===== config.mk =====
export PLATFORM = sky130hd
export DESIGN_NAME = sparc_ifu_par_pipe
export DESIGN_NICKNAME = d
export VERILOG_FILES = /design/src/rtl/sparc_ifu_par_pkg.sv /design/src/rtl/sparc_ifu_par_chunk.sv /design/src/rtl/sparc_ifu_par_pipe.sv
export SDC_FILE = /design/constraint.sdc
export NUM_CORES = 1
export LEC_CHECK = 0
export ABC_CLOCK_PERIOD_IN_PS = 2000
export CAP_MARGIN = 30
export CELL_PAD_IN_SITES_DETAIL_PLACEMENT = 1
export CELL_PAD_IN_SITES_GLOBAL_PLACEMENT = 1
export CORE_MARGIN = 8
export CORE_UTILIZATION = 30
export DETAILED_ROUTE_END_ITERATION = 7
export PLACE_DENSITY_LB_ADDON = 0.1
export SLEW_MARGIN = 0
export SYNTH_ARGS = -nofsm -noshare
export SYNTH_HDL_FRONTEND = slang
export SYNTH_HIERARCHICAL = 1
export SYNTH_SLANG_ARGS = --single-unit

===== constraint.sdc =====
create_clock -name rclk -period 2 [get_ports rclk]
set_input_delay 0.4 -clock rclk [delete_from_list [all_inputs] [get_ports rclk]]
set_output_delay 0.4 -clock rclk [all_outputs]
set_load 0.02 [all_outputs]

===== src/rtl/sparc_ifu_par_pkg.sv =====
// Default geometry for the IFU parity pipe: data width, bits per parity bit, error counter width.
package sparc_ifu_par_pkg;
  localparam int DATA_W_DEF   = 64;
  localparam int CHUNK_W_DEF  = 16;
  localparam int ERRCNT_W_DEF = 8;
endpackage


===== src/rtl/sparc_ifu_par_chunk.sv =====
// Parity of one data chunk, optionally inverted for odd parity. Purely combinational.
module sparc_ifu_par_chunk #(
  parameter int CHUNK_W = 16
) (
  input  logic [CHUNK_W-1:0] data,
  input  logic               odd_sel,
  output logic               par
);
  assign par = (^data) ^ odd_sel;
endmodule


===== src/rtl/sparc_ifu_par_pipe.sv =====
// Two-stage per-chunk parity generate/check with a saturating error counter.
// Latency 2 cycles, 1 word/cycle; out_* hold while out_rdy is low, in_rdy drops when both stages are full.
module sparc_ifu_par_pipe
  import sparc_ifu_par_pkg::*;
#(
  parameter int DATA_W   = DATA_W_DEF,
  parameter int CHUNK_W  = CHUNK_W_DEF,
  parameter int ERRCNT_W = ERRCNT_W_DEF,
  localparam int NCHUNK  = (CHUNK_W > 0) ? DATA_W / CHUNK_W : 1
) (
  input  logic                rclk,
  input  logic                arst_l,
  input  logic                in_vld,
  output logic                in_rdy,
  input  logic [DATA_W-1:0]   in_data,
  input  logic [NCHUNK-1:0]   in_par,
  input  logic                mode_chk,
  input  logic                odd_sel,
  output logic                out_vld,
  input  logic                out_rdy,
  output logic [NCHUNK-1:0]   out_par,
  output logic [NCHUNK-1:0]   out_err,
  output logic                out_err_any,
  input  logic                err_cnt_clr,
  output logic [ERRCNT_W-1:0] err_cnt
);

  if (CHUNK_W < 1 || (DATA_W % CHUNK_W) != 0) begin : g_bad_geometry
    $error("sparc_ifu_par_pipe: DATA_W must be a non-zero multiple of CHUNK_W");
  end

  logic [NCHUNK-1:0] p_comb;
  logic              s1_vld;
  logic [NCHUNK-1:0] s1_par;
  logic [NCHUNK-1:0] s1_in_par;
  logic              s1_chk;
  logic              s2_load;
  logic              s1_load;
  logic              accept;
  logic [NCHUNK-1:0] err_nxt;

  for (genvar i = 0; i < NCHUNK; i++) begin : g_chunk
    sparc_ifu_par_chunk #(.CHUNK_W(CHUNK_W)) u_chunk (
      .data    (in_data[i*CHUNK_W +: CHUNK_W]),
      .odd_sel (odd_sel),
      .par     (p_comb[i])
    );
  end

  // Stage 2 refills whenever its current result is gone or being taken; stage 1 follows it.
  assign s2_load = !out_vld || out_rdy;
  assign s1_load = !s1_vld || s2_load;
  assign in_rdy  = s1_load;
  assign accept  = in_vld && in_rdy;

  always_comb begin
    err_nxt = '0;
    if (s1_chk) err_nxt = s1_par ^ s1_in_par;
  end

  always_ff @(posedge rclk or negedge arst_l) begin
    if (!arst_l) begin
      s1_vld    <= 1'b0;
      s1_par    <= '0;
      s1_in_par <= '0;
      s1_chk    <= 1'b0;
    end else if (s1_load) begin
      s1_vld <= in_vld;
      if (accept) begin
        s1_par    <= p_comb;
        s1_in_par <= in_par;
        s1_chk    <= mode_chk;
      end
    end
  end

  always_ff @(posedge rclk or negedge arst_l) begin
    if (!arst_l) begin
      out_vld     <= 1'b0;
      out_par     <= '0;
      out_err     <= '0;
      out_err_any <= 1'b0;
    end else if (s2_load) begin
      out_vld <= s1_vld;
      if (s1_vld) begin
        out_par     <= s1_par;
        out_err     <= err_nxt;
        out_err_any <= |err_nxt;
      end
    end
  end

  always_ff @(posedge rclk or negedge arst_l) begin
    if (!arst_l) begin
      err_cnt <= '0;
    end else if (err_cnt_clr) begin
      err_cnt <= '0;
    end else if (out_vld && out_rdy && out_err_any && (err_cnt != '1)) begin
      err_cnt <= err_cnt + 1'b1;
    end
  end

endmodule

# [Word level (Yosys, flattened, before mapping)]
# Index checks and enable logic that the tools add are counted.
[totals] reg_bits=28
[classes] addsub=1 bitwise_logic=5 n_reduce_logical=16 n_eq_ne=1 mux=3
[op_table] op="16-bit parity" count=4
[op_table] op="8-bit 2-to-1 mux" count=2
[op_table] op="8-bit by 1-bit adder with 8-bit output (second input constant)" count=1
[op_table] op="8-bit != test (second input constant)" count=1
[op_table] op="1-bit logical AND" count=4
[op_table] op="4-bit 2-to-1 mux" count=1
[op_table] op="2-bit AND reduction" count=2
[op_table] op="4-bit OR reduction" count=1
[op_table] op="1-bit XOR" count=4
[op_table] op="4-bit XOR" count=1
[op_table] op="1-bit logical NOT" count=2
[op_table] op="1-bit logical OR" count=2
[op_table] op="2-bit nonzero test" count=1

# [Longest topological paths before layout]
# Gate-level depths: netlist (run 1).
[depth] word_depth=5 ltp_mapped=5 mapped_depth_nobuf=5

# [Hierarchy]
# Netlist (run 1), hierarchy kept.
[modules_own_cells] module="sparc_ifu_par_pipe" area_per_inst_um2=1313.8 n_inst=1 cells_per_inst=102
[modules_own_cells] module="sparc_ifu_par_chunk" area_per_inst_um2=145.1 n_inst=4 cells_per_inst=15

# [Least setup slack after synthesis (run 1)]
# Ideal clock, no wire load.
[synth_timing] path_type="in2reg" from="input port odd_sel" to="register s1_par[0]" t_arrival_ns=1.460 required_time_ns=1.875 stages=5 path_slack_ns=0.415 setup_ns=0.125 n_path_buf=0 path_cell_list="xor2_1 -> xnor2_1 -> xnor3_1 -> xnor2_1 -> mux2_2"
[synth_via] elab_chain_len=1
[synth_rtl] item="start: declaration" line="sparc_ifu_par_pipe.sv:18" rtl="input logic odd_sel,"
[synth_rtl] item="1-bit XOR" line="sparc_ifu_par_chunk.sv:9" rtl="assign par = (^data) ^ odd_sel;"
[synth_rtl] item="net p_comb[0]" line="sparc_ifu_par_pipe.sv:32" rtl="logic [NCHUNK-1:0] p_comb;"
[synth_rtl] item="end signal: assignment" line="sparc_ifu_par_pipe.sv:70" rtl="s1_par <= p_comb;"
[synth_rtl] item="end: declaration" line="sparc_ifu_par_pipe.sv:34" rtl="logic [NCHUNK-1:0] s1_par;"
# The timed path passes the listed nets, and every way through them passes these cells.
# A chain may end at the register's enable or synchronous reset.

# [Worst setup path in the final report (run 1)]
[layout_timing] from="input port odd_sel" to="register s1_par[2]"
# Same word-level chain as after synthesis.

==> reports/qor.csv, run 1 <==
metric,value,unit
run_status,"complete, no violations",
slew_violations,0,
fin_crit_sh,0.972,
clock-sinks,28,
clock_latency,0.27,ns
final_antenna_net_count,0,
place_hpwl,4.36,mm
yosysMostFrequentCell,xnor2_1,
hold_path_class,primary input to asynchronous set/reset pin,
required,2.17,ns
ys_types,38,
antenna_found_initial,0,
start_util,0.304,
maxCapViolations,0,
fin_util,0.480,
fp.coreArea,0.00624,sq mm
clockRootBuffer,clkbuf_8,
crit_fanout,4,
totalWireLength,5.09,mm
vias,1564,
synth_top_family_by_area,XOR/XNOR gates,
whs,0.503,ns
syn_avg_cell_area,11.7,sq um
synthMuxAreaShare,0.0905,
cts_buffer_depth,2,
synthCells,162,
grt_start_max_net_pins,29,
reg2reg_from,err_cnt[0],
endpoint_kind,flop,
crit_family,XOR/XNOR gates,
route.detailed.drc,0,
synthXorXnorAreaFrac,0.325,
wl_per_cell,15.1,um
fmaxAchievable,514,MHz
synthTopCellsByCount,"52 x xnor2_1, 28 x dfrtp_1, 13 x mux2_2",
overflow,0,
finalInstanceArea,0.00300,sq mm
track_usage,0.113,
cp.arrival,2.11,ns
yosysWarnings,6,
ir_worst_vdd,0.000336,V
slowest_delay,0.45,ns
slew_headroom,0.751,
min_period,1.94,ns
gp_congestion,0.738,
ios,94,
synth_fa_ha_area_frac,0.00661,
path_buf_inv,2,
yosysTopAreaCell,dfrtp_1,
path_clk_slew,0.09,ns
synth_edf_count,0,
worst_pin_slew,0.374,ns
vias_per_cell,4.63,
crit_type,primary input to flop,
p_leak,1.18,nW
hold_buffers,0,
grt_pass1_wl,8.13,mm
synth-simple-area-share,0.104,
async_flop_share,1.00,
cts_htree_levels,1,
power.density,733,mW/mm^2
place_area,0.00294,sq mm
reg2regPathDepth,4,
setup_viol,0,
cts_tree,done,
area_growth,58.3,%
nets,339,
seq_area_frac_synth,0.370,
r2r_slack,0.49,ns
dieArea,0.00911,sq mm
r2r_end,err_cnt[0],
rsz0062_at_grt,false,
ys_ff_latch,28,
synthesis.nets,238,
synthFlopType,dfrtp_1,
drt_iter0_markers,33,
slowest_stage,clkdlybuf4s50_1,
syn_area,0.00189,sq mm
grt_pass1_vias,1744,
rows,29,
path_common_cell,xnor2_1,
synth-compound-area-share,0.0892,
finalHoldViolations,0,
cts_made_buffers,3,
drive_above_1_share,0.126,
drtPass1Iterations,4,
synth.area.top_cells,"dfrtp_1 37%, xnor2_1 24%, mux2_2 7.7%",
die_h,95.5,um
worstSetupStartpointType,primary input,
num_antenna_cells,0,
numPortBuffers,93,
crit_chain,clkdlybuf4s50_1 -> buf_4 -> xor2_2 -> xnor2_1 -> xnor3_1 -> xnor2_1 -> mux2_2,
synthDominantCellAreaShare,0.370,
die_x,95.5,um
finClkSkew,0.00120,ns
per-stage QoR:
step / setup slack, ns / std cells / power, mW / TNS (ns)
2_1_floorplan: 0.415 / 162 / 1.44 / 0
3_3_place_gp: -0.244 / 335 / 1.89 / -0.934
3_5_place_dp: -0.330 / 335 / 1.92 / -1.20
4_1_cts: 0.00232 / 338 / 2.24 / 0
5_1_grt: 0.00850 / 338 / 2.35 / 0
6_report: 0.0556 / 338 / 2.20 / 0
repair_timing:
action / 4_1_cts / 5_1_grt
setup endpoints to repair: 3 / 2
pin swaps: 1 / 2
setup buffers: 0 / 0
resized for setup: 2 / 1
final cells by class:
cell class / count / area, sq um
Tap cell: 77 / 96.3
Timing Repair Buffer: 99 / 975
Fill cell: 672 / 3240
Sequential cell: 28 / 701
Clock buffer: 3 / 41.3
Multi-Input combinational cell: 130 / 1180
Inverter: 1 / 3.75
logic make-up (layout without fill, tap and decap cells):
kind of cell	after synthesis	count (layout)
adder cells (fa/ha/maj)	1	1
AO/OA/AOI/OAI	20	20
flip-flops	28	28
XOR/XNOR	64	64
AND/OR/NAND/NOR	30	30
buffers and inverters	4	103
multiplexers	15	15
registers in the layout, summed over array words and instances, names as in the netlist, 4 cells and up:
signal	cells
out_err	4
out_par	4
s1_par	4
s1_in_par	4
err_cnt	8
power breakdown:
group / switching (mW) / internal [mW]
registers: 0.107 / 0.709
logic: 0.422 / 0.652
clock network: 0.171 / 0.135
per-layer routing:
| metal | vias to the layer above | part of all wire | global-route usage |
|---|---|---|---|
| met5 | - | 0 | 0 |
| met1 | 752 | 0.35 | 0.106 |
| met4 | 0 | 0.0024 | 0.0115 |
| met3 | 2 | 0.11 | 0.0622 |
| li1 | 759 | - | - |
| met2 | 51 | 0.54 | 0.216 |
how the worst max path moves through the flow:
stage,start,endpoint,slack (ns),depth (start not counted)
detailed placement,odd_sel,s1_par[0],-0.33,7
floorplan,odd_sel,s1_par[0],0.41,5
CTS,odd_sel,s1_par[1],0.002,7
global placement,odd_sel,s1_par[2],-0.24,7
finish,odd_sel,s1_par[2],0.06,7
global route,odd_sel,s1_par[2],0.009,7
cell usage in the layout (no fill, tap or decap), types with 2 or more instances in the layout:
| cell | instances |
|---|---|
| a31oi_1 | 4 |
| and3_1 | 8 |
| a311oi_1 | 2 |
| xor2_2 | 2 |
| a211oi_1 | 2 |
| dfrtp_1 | 28 |
| nand2b_1 | 5 |
| clkdlybuf4s50_1 | 92 |
| mux2_2 | 13 |
| buf_4 | 6 |
| xnor3_1 | 4 |
| nand2_2 | 2 |
| nor2b_1 | 2 |
| clkbuf_8 | 3 |
| a22o_1 | 4 |
| xor2_1 | 6 |
| xnor2_1 | 52 |
| nand3_1 | 3 |
| a21oi_1 | 2 |
Note: power is estimated with default switching activity, not from simulation.
==> run 2: changes to the inputs <==
--- a/config.mk
+++ b/config.mk
@@ -11,8 +11,9 @@
 export CELL_PAD_IN_SITES_GLOBAL_PLACEMENT = 1
 export CORE_MARGIN = 8
 export CORE_UTILIZATION = 30
+export CTS_CLUSTER_DIAMETER = 120
 export DETAILED_ROUTE_END_ITERATION = 7
-export PLACE_DENSITY_LB_ADDON = 0.1
+export PLACE_DENSITY = 0.8
 export SLEW_MARGIN = 0
 export SYNTH_ARGS = -nofsm -noshare
 export SYNTH_HDL_FRONTEND = slang
==> run 2 against run 1 <==
Compared with the run above:
- clock skew rose by 0.0019 ns
- sequential power fell by 0.7%
- final cell count fell by 0.30%
- maximum frequency rose by 3.8%
- via count rose by 0.19%
- design area barely moved
- register-to-register slack got worse by 0.06 ns
- clock-buffer cell count did not move
- setup slack improved by 0.072 ns
- clock power rose by 49%
- combinational power barely moved
- largest power group unchanged
==> reports/qor.csv, run 2 (synthesized netlist as in run 1, its figures left out) <==
metric,value,unit,change
overflow,0,,unchanged
dieArea,0.00911,sq mm,unchanged
crit_type,flop to output port,,
reg2reg_from,err_cnt[0],,
required,1.60,ns,-0.57 ns
finalInstanceArea,0.00300,sq mm,about the same
maxCapViolations,0,,unchanged
fin_crit_sh,0.936,,-0.0359
worst_pin_slew,0.364,ns,-0.0105 ns
cts_setup_buffers,0,,unchanged
final_antenna_net_count,0,,unchanged
rows,29,,unchanged
drive_above_1_share,0.115,,-0.0111
antenna_found_initial,0,,unchanged
slew_violations,0,,unchanged
fill_cells,688,,+2.4%
slowest_delay,0.67,ns,+0.22 ns
p_leak,1.19,nW,+0.27%
run_status,"complete, no violations",,
setup_viol,0,,unchanged
wl_per_cell,14.7,um,-2.3%
path_clk_slew,0.10,ns,about the same
mostFrequentLayoutCells,"91 x clkdlybuf4s50_1, 52 x xnor2_1, 28 x dfrtp_1",,
gp_congestion,0.790,,+7.1%
numPortBuffers,93,,unchanged
place_area,0.00293,sq mm,-0.51%
track_usage,0.114,,+0.000893
crit_family,buffers and inverters,,
vias,1567,,+0.19%
vias_per_cell,4.65,,+0.49%
cts_made_buffers,3,,unchanged
cp-startpoint,err_cnt[2],,
rsz0062_at_grt,false,,
route.detailed.drc,0,,unchanged
die_x,95.5,um,unchanged
post-place-cells,333,,-0.60%
cts_tree,done,,
path_buf_inv,1,,-1
drt_iter0_markers,18,,-45%
endpoint_kind,output port,,
fp.coreArea,0.00624,sq mm,unchanged
ir_worst_vdd,0.000526,V,+57%
slew_headroom,0.758,,+0.00697
slowest_stage,clkdlybuf4s50_1,,
grt_pass1_wl,8.24,mm,+1.4%
hold_path_class,primary input to asynchronous set/reset pin,,
finClkSkew,0.00314,ns,+0.00195 ns
fmaxAchievable,534,MHz,+3.8%
die_h,95.5,um,unchanged
place_hpwl,4.23,mm,-3.0%
drtPass1Iterations,4,,unchanged
worstSetupStartpointType,flop,,
area_growth,58.2,%,about the same
regMostFlops,err_cnt,,
cp.arrival,1.47,ns,-0.64 ns
ios,94,,unchanged
power.density,771,mW/mm^2,+5.2%
grt_pass1_vias,1798,,+3.1%
grt_start_max_net_pins,29,,unchanged
final_common_cell,clkdlybuf4s50_1,,
nets,337,,-0.59%
largest_register_ffs,8,,unchanged
finalHoldViolations,0,,unchanged
cts_htree_levels,1,,unchanged
crit_fanout,8,,+4
clock_latency,0.28,ns,about the same
start_util,0.304,,unchanged
clock-sinks,28,,unchanged
fin_cells,337,,-0.30%
r2r_slack,0.43,ns,-0.06 ns
totalWireLength,4.96,mm,-2.6%
min_period,1.87,ns,-0.0717 ns
cts_buffer_depth,2,,unchanged
crit_chain,clkdlybuf4s50_1,,
num_antenna_cells,0,,unchanged
clockRootBuffer,clkbuf_8,,
==> run 2: metal layers <==
metal | vias to the layer above | GRT usage | part of all wire
li1 | 763 | - | -
met1 | 745 | 0.122 | 0.37
met2 | 52 | 0.211 | 0.54
met3 | 7 | 0.0339 | 0.076
met4 | 0 | 0.0346 | 0.016
met5 | - | 0 | 0
==> run 2: path summary, 6_finish.rpt <==
| check | to | cells past startpoint |
|---|---|---|
| max in group asynchronous | s1_par[2] | 2 |
| worst max register to register | err_cnt[0] | 4 |
| worst min-delay path | err_cnt[4] | 2 |
| min in group rclk | out_err[2] | 1 |
| worst max-delay path | err_cnt[2] | 1 |
| worst min register to register | out_err[2] | 1 |
==> run 2: report_power, final <==
part	switching, mW	internal [mW]
clock network	0.187	0.268
logic	0.400	0.643
registers	0.102	0.709
==> run 2: area by class of cell <==
| type | count | area, sq um | share of cell area |
|---|---|---|---|
| repair buffers | 97 | 958 | 0.320 |
| well taps | 77 | 96.3 | 0.0322 |
| clock buffers | 3 | 41.3 | 0.0138 |
| multi-input cells | 130 | 1170 | 0.389 |
| inverters | 1 | 3.75 | 0.00125 |
| flip-flops and latches | 28 | 701 | 0.234 |
| clock inverters | 1 | 30.0 | 0.0100 |
==> run 2: what timing repair did <==
item	4_1_cts	5_1_grt
hold buffers	0	0
gates resized for setup	2	0
endpoints found under the setup margin	4	0
==> run 2: per-stage QoR <==
step                setup TNS [ns]  hold slack, ns   util  setup slack (ns)  power (mW)
CTS                              0           0.492  0.480             0.106        2.36
floorplan                        0           0.104      -             0.415        1.44
detailed placement           -1.38           0.496  0.469            -0.316        1.89
finish                           0           0.479  0.480             0.127        2.31
global route                     0           0.529  0.480            0.0604        2.44
global placement             -1.16           0.490  0.469            -0.292        1.87
==> run 3: changes to the inputs <==
--- a/config.mk
+++ b/config.mk
@@ -9,6 +9,7 @@
 export CAP_MARGIN = 30
 export CELL_PAD_IN_SITES_DETAIL_PLACEMENT = 1
 export CELL_PAD_IN_SITES_GLOBAL_PLACEMENT = 1
+export CORE_ASPECT_RATIO = 1.75
 export CORE_MARGIN = 8
 export CORE_UTILIZATION = 30
 export CTS_CLUSTER_DIAMETER = 120
==> run 3 against run 2 <==
Compared with the run above:
- first-iteration DRC count up 17%
- wire length up 4.2%
- largest cell class unchanged
- non-clock buffer count stayed put
- maximum frequency is 0.44% higher
- combinational power about the same
- clock power down 2%
- worst hold slack gained 0.030 ns
- clock skew increased by 0.0024 ns
- flip-flop and latch count stayed put
==> reports/qor.csv, run 3 (synthesized netlist as in run 1, its figures left out) <==
metric,value,unit,change
grt_start_max_net_pins,29,,unchanged
clockRootBuffer,clkbuf_8,,
track_usage,0.115,,+0.000691
cts_setup_buffers,0,,unchanged
cts_made_buffers,3,,unchanged
rsz0062_at_grt,false,,
finalHoldViolations,0,,unchanged
setup_viol,0,,unchanged
worstSetupStartpointType,flop,,
final_antenna_net_count,0,,unchanged
antenna_found_initial,0,,unchanged
num_antenna_cells,0,,unchanged
clock-sinks,28,,unchanged
crit_type,flop to output port,,
die_h,121,um,+27%
mostFrequentLayoutCells,"91 x clkdlybuf4s50_1, 52 x xnor2_1, 28 x dfrtp_1",,
gp_congestion,0.801,,+1.3%
crit_chain,clkdlybuf4s50_1,,
drive_above_1_share,0.115,,unchanged
dieArea,0.00921,sq mm,+1.1%
slew_violations,0,,unchanged
place_hpwl,4.52,mm,+6.7%
grt_pass1_wl,8.79,mm,+6.7%
hold_path_class,primary input to asynchronous set/reset pin,,
required,1.60,ns,about the same
fin_util,0.489,,+0.00904
clock_latency,0.27,ns,about the same
finClkSkew,0.00550,ns,+0.00235 ns
grtUsageMet1,0.111,,-0.0101
power.density,773,mW/mm^2,+0.25%
fin_crit_sh,0.932,,-0.00411
cts_tree,done,,
run_status,"complete, no violations",,
endpoint_kind,output port,,
largest_register_ffs,8,,unchanged
finalSetupTns,0,ns,unchanged
worst_slack,0.136,ns,+0.00822 ns
nets,337,,unchanged
whs,0.509,ns,+0.0302 ns
fp.coreArea,0.00613,sq mm,-1.7%
fill_cells,665,,-3.3%
min_period,1.86,ns,-0.00821 ns
cts_htree_levels,1,,unchanged
totalWireLength,5.17,mm,+4.2%
drtPass1Iterations,4,,unchanged
multi_input_area,0.00117,sq mm,unchanged
slowest_stage,clkdlybuf4s50_1,,
worst-path-stages,1,,unchanged
grtUsageMet2,0.218,,+0.00751
reg2regPathDepth,4,,unchanged
vias,1597,,+1.9%
area_growth,58.4,%,
crit_fanout,8,,unchanged
overflow,0,,unchanged
cp.arrival,1.46,ns,about the same
maxCapViolations,0,,unchanged
route.detailed.drc,0,,unchanged
ios,94,,unchanged
drt_iter0_markers,21,,+3
slowest_delay,0.67,ns,about the same
rows,38,,+31%
die_x,76.1,um,-20%
ir_worst_vdd,0.000281,V,-47%
seq_area,701,sq um,unchanged
start_util,0.309,,+0.00533
grt-busiest-layer,met2,,
path_clk_slew,0.10,ns,about the same
regMostFlops,err_cnt,,
crit_family,buffers and inverters,,
cts_buffer_depth,2,,unchanged
worst_pin_slew,0.360,ns,-0.00328 ns
numPortBuffers,93,,unchanged
grt_pass1_vias,1822,,+1.3%
vias_per_cell,4.70,,+1.0%
pre_cts_ws,-0.328,ns,-0.0123 ns
gr-usage-met3,0.0497,,+0.0158
final_common_cell,clkdlybuf4s50_1,,
slew_headroom,0.760,,+0.00218
wl_per_cell,15.2,um,+3.3%
p_leak,1.19,nW,unchanged
path_buf_inv,1,,unchanged
fmaxAchievable,536,MHz,+0.44%
==> run 3: cell counts in the layout (fill, tap and decap cells not counted) <==
No cell type changed its count.
==> run 3: worst paths after layout <==
kind,start,to,slack (ns)
setup / recovery,err_cnt[2],err_cnt[2],0.14
hold / removal,arst_l,err_cnt[4],0.51
setup reg to reg,err_cnt[0],err_cnt[0],0.45
hold reg to reg,out_par[3],out_par[3],0.52
max in group asynchronous,arst_l,out_par[3],1.23
min in group rclk,out_par[3],out_par[3],0.52
==> run 3: layout make-up <==
| cell class | count | area share |
|---|---|---|
| flip-flops and latches | 28 | 0.234 |
| multi-input cells | 130 | 0.389 |
| clock buffers | 3 | 0.0138 |
| inverters | 1 | 0.00125 |
| repair buffers | 97 | 0.319 |
| well taps | 80 | 0.0334 |
| clock inverters | 1 | 0.0100 |
==> run 3: stage by stage <==
step	power, mW	std cells	area [sq um]
2_1_floorplan	1.44	162	1890
5_1_grt	2.45	340	3000
3_3_place_gp	1.87	336	2930
3_5_place_dp	1.91	336	2930
4_1_cts	2.36	340	3000
6_report	2.32	340	3000
==> run 3: what timing repair did <==
item / 4_1_cts / 5_1_grt
hold endpoints to repair: 0 / 0
resized for setup: 2 / 0
hold buffers: 0 / 0
setup endpoints to repair: 4 / 0
==> run 3: report_power, final <==
part           total, mW  leakage (nW)  switching [mW]  internal, mW
clock network      0.447        0.0357           0.179         0.268
registers          0.822         0.349           0.113         0.709
logic               1.05         0.800           0.406         0.643
total               2.32          1.19           0.698          1.62
==> run 3: per-layer routing <==
layer / up-vias / wire, um
li1: 762 / -
met1: 762 / 1780
met2: 71 / 2900
met3: 2 / 468
met4: 0 / 20
met5: - / 0
